$ cat src/rtl/muldiv_seq.sv
// rtl/muldiv_seq.sv - iterative RV32M-style multiply/divide unit with valid/ready handshakes
//
// Radix-2 shift-add multiply and restoring divide, one bit per cycle.
// Ports:
//   clk, rst              clock, synchronous active-high reset
//   in_valid / in_ready   operand handshake (in_ready only in IDLE)
//   rs1, rs2_MUX          operand A (multiplicand/dividend), operand B (multiplier/divisor)
//   MulCtrl               000 MUL 001 MULH 010 MULHSU 011 MULHU 100 DIV 101 DIVU 110 REM 111 REMU
//   out_valid / out_ready result handshake
//   result, zero, div_by_zero  registered result and flags, valid while out_valid
module muldiv_seq #(
    parameter int width = 32
) (
    input  logic             clk,
    input  logic             rst,
    input  logic             in_valid,
    output logic             in_ready,
    input  logic [width-1:0] rs1,
    input  logic [width-1:0] rs2_MUX,
    input  logic [2:0]       MulCtrl,
    output logic             out_valid,
    input  logic             out_ready,
    output logic [width-1:0] result,
    output logic             zero,
    output logic             div_by_zero
);

    localparam int cw = $clog2(width);

    typedef enum logic [1:0] {IDLE, CALC, FIX, DONE} state_t;

    state_t state, state_next;

    logic [2:0]       op_q;
    logic             neg_a, neg_b;
    logic [width-1:0] opnd;     // multiplicand (mul) or divisor magnitude (div)
    logic [width-1:0] acc_hi;   // product high half / partial remainder
    logic [width-1:0] acc_lo;   // multiplier being consumed / dividend becoming quotient
    logic [cw-1:0]    cnt;

    // Operand decode at accept
    logic             rs1_signed, rs2_signed;
    logic             sign_a, sign_b;
    logic [width-1:0] mag_a, mag_b;
    logic             div_zero, div_ovf, special;
    logic [width-1:0] special_result;

    assign rs1_signed = (MulCtrl == 3'b001) || (MulCtrl == 3'b010) ||
                        (MulCtrl == 3'b100) || (MulCtrl == 3'b110);
    assign rs2_signed = (MulCtrl == 3'b001) || (MulCtrl == 3'b100) || (MulCtrl == 3'b110);
    assign sign_a     = rs1_signed && rs1[width-1];
    assign sign_b     = rs2_signed && rs2_MUX[width-1];
    // The most negative value maps onto itself, which is its correct unsigned magnitude.
    assign mag_a      = sign_a ? -rs1 : rs1;
    assign mag_b      = sign_b ? -rs2_MUX : rs2_MUX;

    assign div_zero = MulCtrl[2] && (rs2_MUX == '0);
    assign div_ovf  = ((MulCtrl == 3'b100) || (MulCtrl == 3'b110)) &&
                      (rs1 == {1'b1, {(width-1){1'b0}}}) && (rs2_MUX == '1);
    assign special  = div_zero || div_ovf;

    always_comb begin
        special_result = '0;
        if (div_zero)
            special_result = MulCtrl[1] ? rs1 : '1;
        else if (div_ovf)
            special_result = MulCtrl[1] ? '0 : rs1;
    end

    // One iteration step of either algorithm
    logic [width:0]   mul_sum;
    logic [width:0]   div_shift, div_diff;
    logic             div_borrow;

    assign mul_sum    = {1'b0, acc_hi} + (acc_lo[0] ? {1'b0, opnd} : '0);
    assign div_shift  = {acc_hi, acc_lo[width-1]};
    assign div_diff   = div_shift - {1'b0, opnd};
    assign div_borrow = div_diff[width];

    // Sign correction and result selection
    logic [2*width-1:0] prod_s;
    logic [width-1:0]   quot_s, rem_s, fix_result;

    assign prod_s = (neg_a ^ neg_b) ? -{acc_hi, acc_lo} : {acc_hi, acc_lo};
    assign quot_s = (neg_a ^ neg_b) ? -acc_lo : acc_lo;
    assign rem_s  = neg_a ? -acc_hi : acc_hi;

    always_comb begin
        fix_result = '0;
        case (op_q)
            3'b000:                 fix_result = prod_s[width-1:0];
            3'b001, 3'b010, 3'b011: fix_result = prod_s[2*width-1:width];
            3'b100, 3'b101:         fix_result = quot_s;
            default:                fix_result = rem_s;
        endcase
    end

    // State register
    always_ff @(posedge clk) begin
        if (rst)
            state <= IDLE;
        else
            state <= state_next;
    end

    // Next state and handshake outputs
    always_comb begin
        state_next = state;
        in_ready   = 1'b0;
        out_valid  = 1'b0;
        case (state)
            IDLE: begin
                in_ready = 1'b1;
                if (in_valid)
                    state_next = special ? DONE : CALC;
            end
            CALC: begin
                if (cnt == '0)
                    state_next = FIX;
            end
            FIX: begin
                state_next = DONE;
            end
            DONE: begin
                out_valid = 1'b1;
                if (out_ready)
                    state_next = IDLE;
            end
            default: state_next = IDLE;
        endcase
    end

    // Datapath
    always_ff @(posedge clk) begin
        if (rst) begin
            op_q        <= '0;
            neg_a       <= 1'b0;
            neg_b       <= 1'b0;
            opnd        <= '0;
            acc_hi      <= '0;
            acc_lo      <= '0;
            cnt         <= '0;
            result      <= '0;
            zero        <= 1'b0;
            div_by_zero <= 1'b0;
        end else begin
            case (state)
                IDLE: begin
                    if (in_valid) begin
                        op_q   <= MulCtrl;
                        neg_a  <= sign_a;
                        neg_b  <= sign_b;
                        opnd   <= MulCtrl[2] ? mag_b : mag_a;
                        acc_hi <= '0;
                        acc_lo <= MulCtrl[2] ? mag_a : mag_b;
                        cnt    <= cw'(width - 1);
                        if (special) begin
                            result      <= special_result;
                            zero        <= (special_result == '0);
                            div_by_zero <= div_zero;
                        end
                    end
                end
                CALC: begin
                    cnt <= cnt - 1'b1;
                    if (op_q[2]) begin
                        acc_hi <= div_borrow ? div_shift[width-1:0] : div_diff[width-1:0];
                        acc_lo <= {acc_lo[width-2:0], ~div_borrow};
                    end else begin
                        {acc_hi, acc_lo} <= {mul_sum, acc_lo[width-1:1]};
                    end
                end
                FIX: begin
                    result      <= fix_result;
                    zero        <= (fix_result == '0);
                    div_by_zero <= 1'b0;
                end
                default: ;
            endcase
        end
    end

endmodule

$ cat config.mk
export PLATFORM = sky130hd
export DESIGN_NAME = muldiv_seq
export DESIGN_NICKNAME = d
export VERILOG_FILES = /design/src/rtl/muldiv_seq.sv
export SDC_FILE = /design/constraint.sdc
export NUM_CORES = 1
export LEC_CHECK = 0
export CORE_MARGIN = 1
export CORE_UTILIZATION = 37
export CTS_CLUSTER_SIZE = 25
export DETAILED_ROUTE_END_ITERATION = 16
export PLACE_DENSITY = 0.51
export SLEW_MARGIN = 5
export SYNTH_ARGS = -nofsm -noshare
export SYNTH_HDL_FRONTEND = slang
export SYNTH_SLANG_ARGS = --single-unit
$ cat constraint.sdc
create_clock -name clk -period 9.24 [get_ports clk]
set_clock_uncertainty 0.15 [all_clocks]
set_input_delay 0.924 -clock clk [delete_from_list [all_inputs] [get_ports clk]]
set_output_delay 0.924 -clock clk [all_outputs]
set_load 0.02 [all_outputs]
* Word-level counts from Yosys, hierarchy flattened
Index checks and enable logic that the tools add are counted.
** Storage, ports and cells
- Bits in registers :: 142
- Input bits :: 71
- Output and inout port bits :: 36
- Logic and storage cells :: 103
** Cells by class
- Mux-type cells :: 38
- Bitwise gates (word level) :: 2
- Reduce and logical (&&, ||, !) cells :: 26
- $add $sub $neg :: 8
- Eq/ne operators :: 18
** Operators by type and width (count)
- $mux W32 :: 18
- $pmux W32 S2 :: 3
- $neg A32 Y32 :: 4
- $logic_not A32 Y1 :: 3
- $pmux W32 S3 :: 1
- $eq A32 B32 Y1 const B :: 2
- $mux W64 :: 1
- $neg A64 Y64 :: 1
- $add A32 B32 Y33 :: 1
- $sub A33 B32 Y33 :: 1
- $eq A3 B3 Y1 const B :: 4
- $pmux W5 S2 :: 1
- $eq A3 B2 Y1 const B :: 3
- $mux W2 :: 4
- $ne A2 B2 Y1 const B :: 4
- $pmux W2 S4 :: 1
- $logic_or A1 B1 Y1 :: 7
- $eq A3 B1 Y1 const B :: 2
- $mux W1 :: 6
- $reduce_and A3 Y1 :: 2
- $logic_and A1 B1 Y1 :: 5
- $logic_not A5 Y1 :: 1
- $mux W5 :: 1
- $sub A5 B1 Y5 const B :: 1
- other kinds (11) :: 15

* Depth between registers and ports, before layout
- Depth after elaboration :: 10
- Gate-level depth with buffers :: 15

* Least setup slack after synthesis
OpenSTA, ideal clock, no wires.
- Kind :: input to register
- Start point :: in rs1[24]
- End point :: reg zero
- Stages on the path :: 10
- Path buffers :: 0
- Arrival time :: 4.115 ns
- Setup slack :: 4.883 ns
- Cells stage by stage :: or4_4 > or3_1 > or3b_1 > or4_4 > o32ai_4 > a21o_1 > o2111a_1 > nand4_1 > or4_1 > o32ai_1
** On the way
- Longest elaborated chain between the ends :: 9
** RTL lines
- start, declared :: RTL line 18 : input logic [width-1:0] rs1,
- $eq A32 B32 Y1 :: RTL line 59 : (rs1 == {1'b1, {(width-1){1'b0}}}) && (rs2_MUX == '1);
- $logic_and A1 B1 Y1 :: RTL line 58 : assign div_ovf = ((MulCtrl == 3'b100) || (MulCtrl == 3'b110)) &&
- $logic_and A1 B1 Y1 :: RTL line 59
- $mux W32 :: RTL line 66 : else if (div_ovf)
- $mux W32 :: RTL line 64 : if (div_zero)
- $logic_not A32 Y1 :: RTL line 159 : zero <= (special_result == '0);
- $mux W1 :: RTL line 157 : if (special) begin
- $mux W1 :: RTL line 149 : if (in_valid) begin
- $pmux W1 S2 :: RTL line 147 : case (state)
- end signal, assigned :: RTL line 159
- end signal, assigned :: RTL line 175 : zero <= (fix_result == '0);
- end, declared :: RTL line 24 : output logic zero,
Parallel ways exist; a longest one is shown, timed or not. The select of a mux whose other input is x is not followed.
A chain may end at the register's enable or synchronous reset.

* Final worst setup path
- Start point :: reg acc_lo[0]
- End point :: reg acc_hi[28]
** On the way
- Longest elaborated chain between the ends :: 4
** RTL lines
- start, declared :: RTL line 38 : logic [width-1:0] acc_lo;
- start signal, assigned :: RTL line 155 : acc_lo <= MulCtrl[2] ? mag_a : mag_b;
- start signal, assigned :: RTL line 168 : acc_lo <= {acc_lo[width-2:0], ~div_borrow};
- start signal, assigned :: RTL line 170 : {acc_hi, acc_lo} <= {mul_sum, acc_lo[width-1:1]};
- $mux W32 :: RTL line 75 : assign mul_sum = {1'b0, acc_hi} + (acc_lo[0] ? {1'b0, opnd} : '0);
- $add A32 B32 Y33 :: RTL line 75
- $mux W32 :: RTL line 166 : if (op_q[2]) begin
- $pmux W32 S2 :: RTL line 147
- end signal, assigned :: RTL line 167 : acc_hi <= div_borrow ? div_shift[width-1:0] : div_diff[width-1:0];
- end signal, assigned :: RTL line 170
- end, declared :: RTL line 37 : logic [width-1:0] acc_hi;
No other way between the ends.

==> impl_metrics.toml <==
[clocking]
cts_root_buffer = "clkbuf_16"
postCtsHoldBufs = 0
cts_buffer_depth = 2
cts.sinks = 142
post_cts_buffers = 0
htreeDepth = 4
ctsResizeCount = 0
cts_tree = "built"
clkTransAtPathRegs_ns = 0.06
numCtsBuffers = 17
insertion_delay_ns = 0.47

[critical_path]
crit_fanout = 30
criticalPathCategory = "reg -> reg"
crit_arrival_ns = 5.27
worst_setup_path_start_kind = "register"
worst_setup_path_end_kind = "register"
worst_ep_required_time_ns = 9.43

[routing]
wire_per_inst_um = 23.5
avgViaCountPerCell = 6.11
drc = 0
routed_wl_um = 62700
vias = 16300
drt_iter0_drc = 1411
antenna_left = 0
firstDrtPassIters = 5

[place]
place.gp.congestion = 0.972
placed_cell_area_sq_um = 16400
port_buffers = 106
dp_hpwl_um = 48900

[synth]
yosys_warnings = 0
synth-edff-count = 0
synthCells = 2129
yosysSeqAreaShare_pct = 19.1
synth_area_sq_um = 14900
synth.avg_cell_area_sq_um = 7.01
synth_cell_type_count = 80
async_reset_ff_share_pct = 0
ys_ff_latch = 142
synthesis.nets = 2277
ys.flop_type = "dfxtp_1"

[sta]
max_slew.worst_pin.slew_ns = 1.16
slew_headroom_pct = 21.9
final.min_clock_period_ns = 5.07
drv_slew = 0
fin_setup_tns_ns = 0
post-route-period-util_pct = 54.9
rsz0062_at_grt = "false"
clock.fmax_ghz = 0.197
hold_viol = 0
finalSetupViolCount = 0

[cells_and_area]
drive_above_1_share_pct = 5.50
stdcell_area_sq_um = 16900
final_net_count = 2281
area_growth_pct = 13.6
antenna_cells = 0

[flow_run]
drv_cap = 0

[global_route]
grt_first_pass_wirelength_um = 96700
overflow = 0
grt_util_all_layers_pct = 30.6
grt_pass1_vias = 15500
antenna_found_initial = 1
grt_max_degree = 69

[floorplan]
coreArea_sq_um = 39700
initial_utilization_pct = 37.5
die_x_um = 203
die_y_um = 203
dieArea_sq_um = 41100
num_io_pins = 107
row_count = 73

[hold_path]
hold_class = "reg -> reg"

[power_and_ir_drop]
p_switching_mw = 1.87
combinationalPowerShare_pct = 56.5
leakage_nw = 6.45
p_int_mw = 1.85
clockPowerShare_pct = 19.5
p_sw_share_pct = 50.4
powerDensity_nw_per_um2 = 220
seqPwrFrac_pct = 24.0
ir_worst_vdd_mv = 0.140

[status]
outcome = "finished, final reports clean"
power groups by stage:
stage / registers, mW / clock network (mW) / logic, mW
floorplan: 0.806 / 0 / 1.42
detailed placement: 0.903 / 0 / 2.04
CTS: 0.889 / 0.739 / 2.06
finish: 0.894 / 0.726 / 2.10
global placement: 0.899 / 0 / 2.05
global route: 0.913 / 0.760 / 2.26
worst max-delay path, cell delays in order, from the launching register on:
cell and delay (ns):
dfxtp_1 0.38, inv_1 0.12, buf_4 0.33, nor2_1 0.08, ha_1 0.34, o21a_1 0.22, a2111oi_0 0.74, nor2_1 0.15
a41oi_1 0.48, a21oi_1 0.18, o41ai_1 0.64, o21ai_0 0.43, a31oi_1 0.30, xnor2_1 0.09, a221o_1 0.32
cells in the mapped netlist (8+ instances only):
library cell  count  share of area, %
nor2_1          270               6.8
nand2_1         191               4.8
a21oi_1         185               6.2
dfxtp_1         142                19
clkbuf_1        137               3.4
o21ai_0         123               4.1
a211oi_1        103               5.2
xnor2_1          84               4.9
nor3_1           79               2.7
ha_1             75               6.3
xor2_1           69               4.1
inv_1            67               1.7
mux2i_1          53               3.6
nand3_1          42               1.4
o211ai_1         40               2.0
a21o_1           37               1.9
nand4_1          31               1.3
o21a_1           28               1.4
and2_1           25               1.0
mux2_2           23               1.7
nor4_1           22              0.92
o31ai_1          22               1.1
and3_1           19              0.80
a31oi_1          18              0.75
or4_1            16              0.81
nand2b_1         15              0.63
a22oi_1          14              0.70
buf_1            12              0.30
nor2b_1          12              0.50
or3_1            11              0.46
or2_2            10              0.42
a221oi_1          9              0.53
a311oi_1          9              0.53
o41ai_1           9              0.53
o21ai_1           8              0.27
cells in the final DEF, fill, tap and decap left out, types with 11 or more instances in the layout:
master / n
a211oi_1: 103
xor2_1: 69
o211ai_1: 40
mux2i_1: 53
inv_1: 67
clkbuf_16: 17
a21o_1: 37
clkdlybuf4s50_1: 104
and2_1: 25
nand4_1: 31
o21ai_0: 123
xnor2_1: 83
nor4_1: 22
a21oi_1: 184
nor2b_1: 12
buf_4: 31
nand2_1: 191
nand2b_1: 15
or4_1: 16
mux2_2: 23
nor2_1: 268
a31oi_1: 18
ha_1: 74
nor3_1: 79
nand3_1: 42
or3_1: 11
o31ai_1: 22
and3_1: 19
dfxtp_1: 141
o21a_1: 28
a22oi_1: 14
layer usage:
layer	routed length, um	vias to the layer above	GRT usage [%]
met5	23	-	0
met4	2460	4	12.3
met3	3600	100	4.38
met2	28000	625	48.1
met1	28700	7745	42.0
li1	-	7830	-
kinds of logic after synthesis:
| group | share of synthesized area [%] |
|---|---|
| buf+inv | 5.55 |
| simple gates | 24.5 |
| mux | 5.29 |
| xor+xnor | 8.98 |
| flops | 19.1 |
| fa+ha+maj | 6.56 |
| compound gates | 30.0 |
worst paths after layout:
check,start,end,slack (ns),depth (start not counted)
max reg2reg,acc_lo[0],acc_hi[28],4.17,14
min,opnd[30],opnd[30],0.30,2
min reg2reg,opnd[30],opnd[30],0.30,2
max,acc_lo[0],acc_hi[28],4.17,14
sequential cells by signal, indices dropped and copies added (netlist names), 2 cells and up:
name,cells
acc_hi,32
acc_lo,32
cnt,5
op_q,3
opnd,32
result,32
state,2
final cells by class:
cell class                 count  area, sq um
timing repair buffer         136         1280
inverter                      69          259
multi-input combinational   1767        11300
fill                        4187        22800
clock buffer                  18          429
tap                          525          657
clock inverter                13          156
sequential                   142         2840
stage by stage:
| stage | setup slack (ns) | cells | hold WS (ns) | power, mW | util, % |
|---|---|---|---|---|---|
| 2_1_floorplan | 4.88 | 2129 | 0.282 | 2.23 | - |
| 6_report | 4.17 | 2670 | 0.300 | 3.72 | 42.6 |
| 3_5_place_dp | 3.78 | 2639 | 0.296 | 2.95 | 41.2 |
| 4_1_cts | 4.13 | 2670 | 0.304 | 3.68 | 42.6 |
| 5_1_grt | 3.75 | 2670 | 0.325 | 3.93 | 42.6 |
| 3_3_place_gp | 3.84 | 2639 | 0.290 | 2.95 | 41.2 |
No activity file was read; power rests on OpenSTA's default activity.
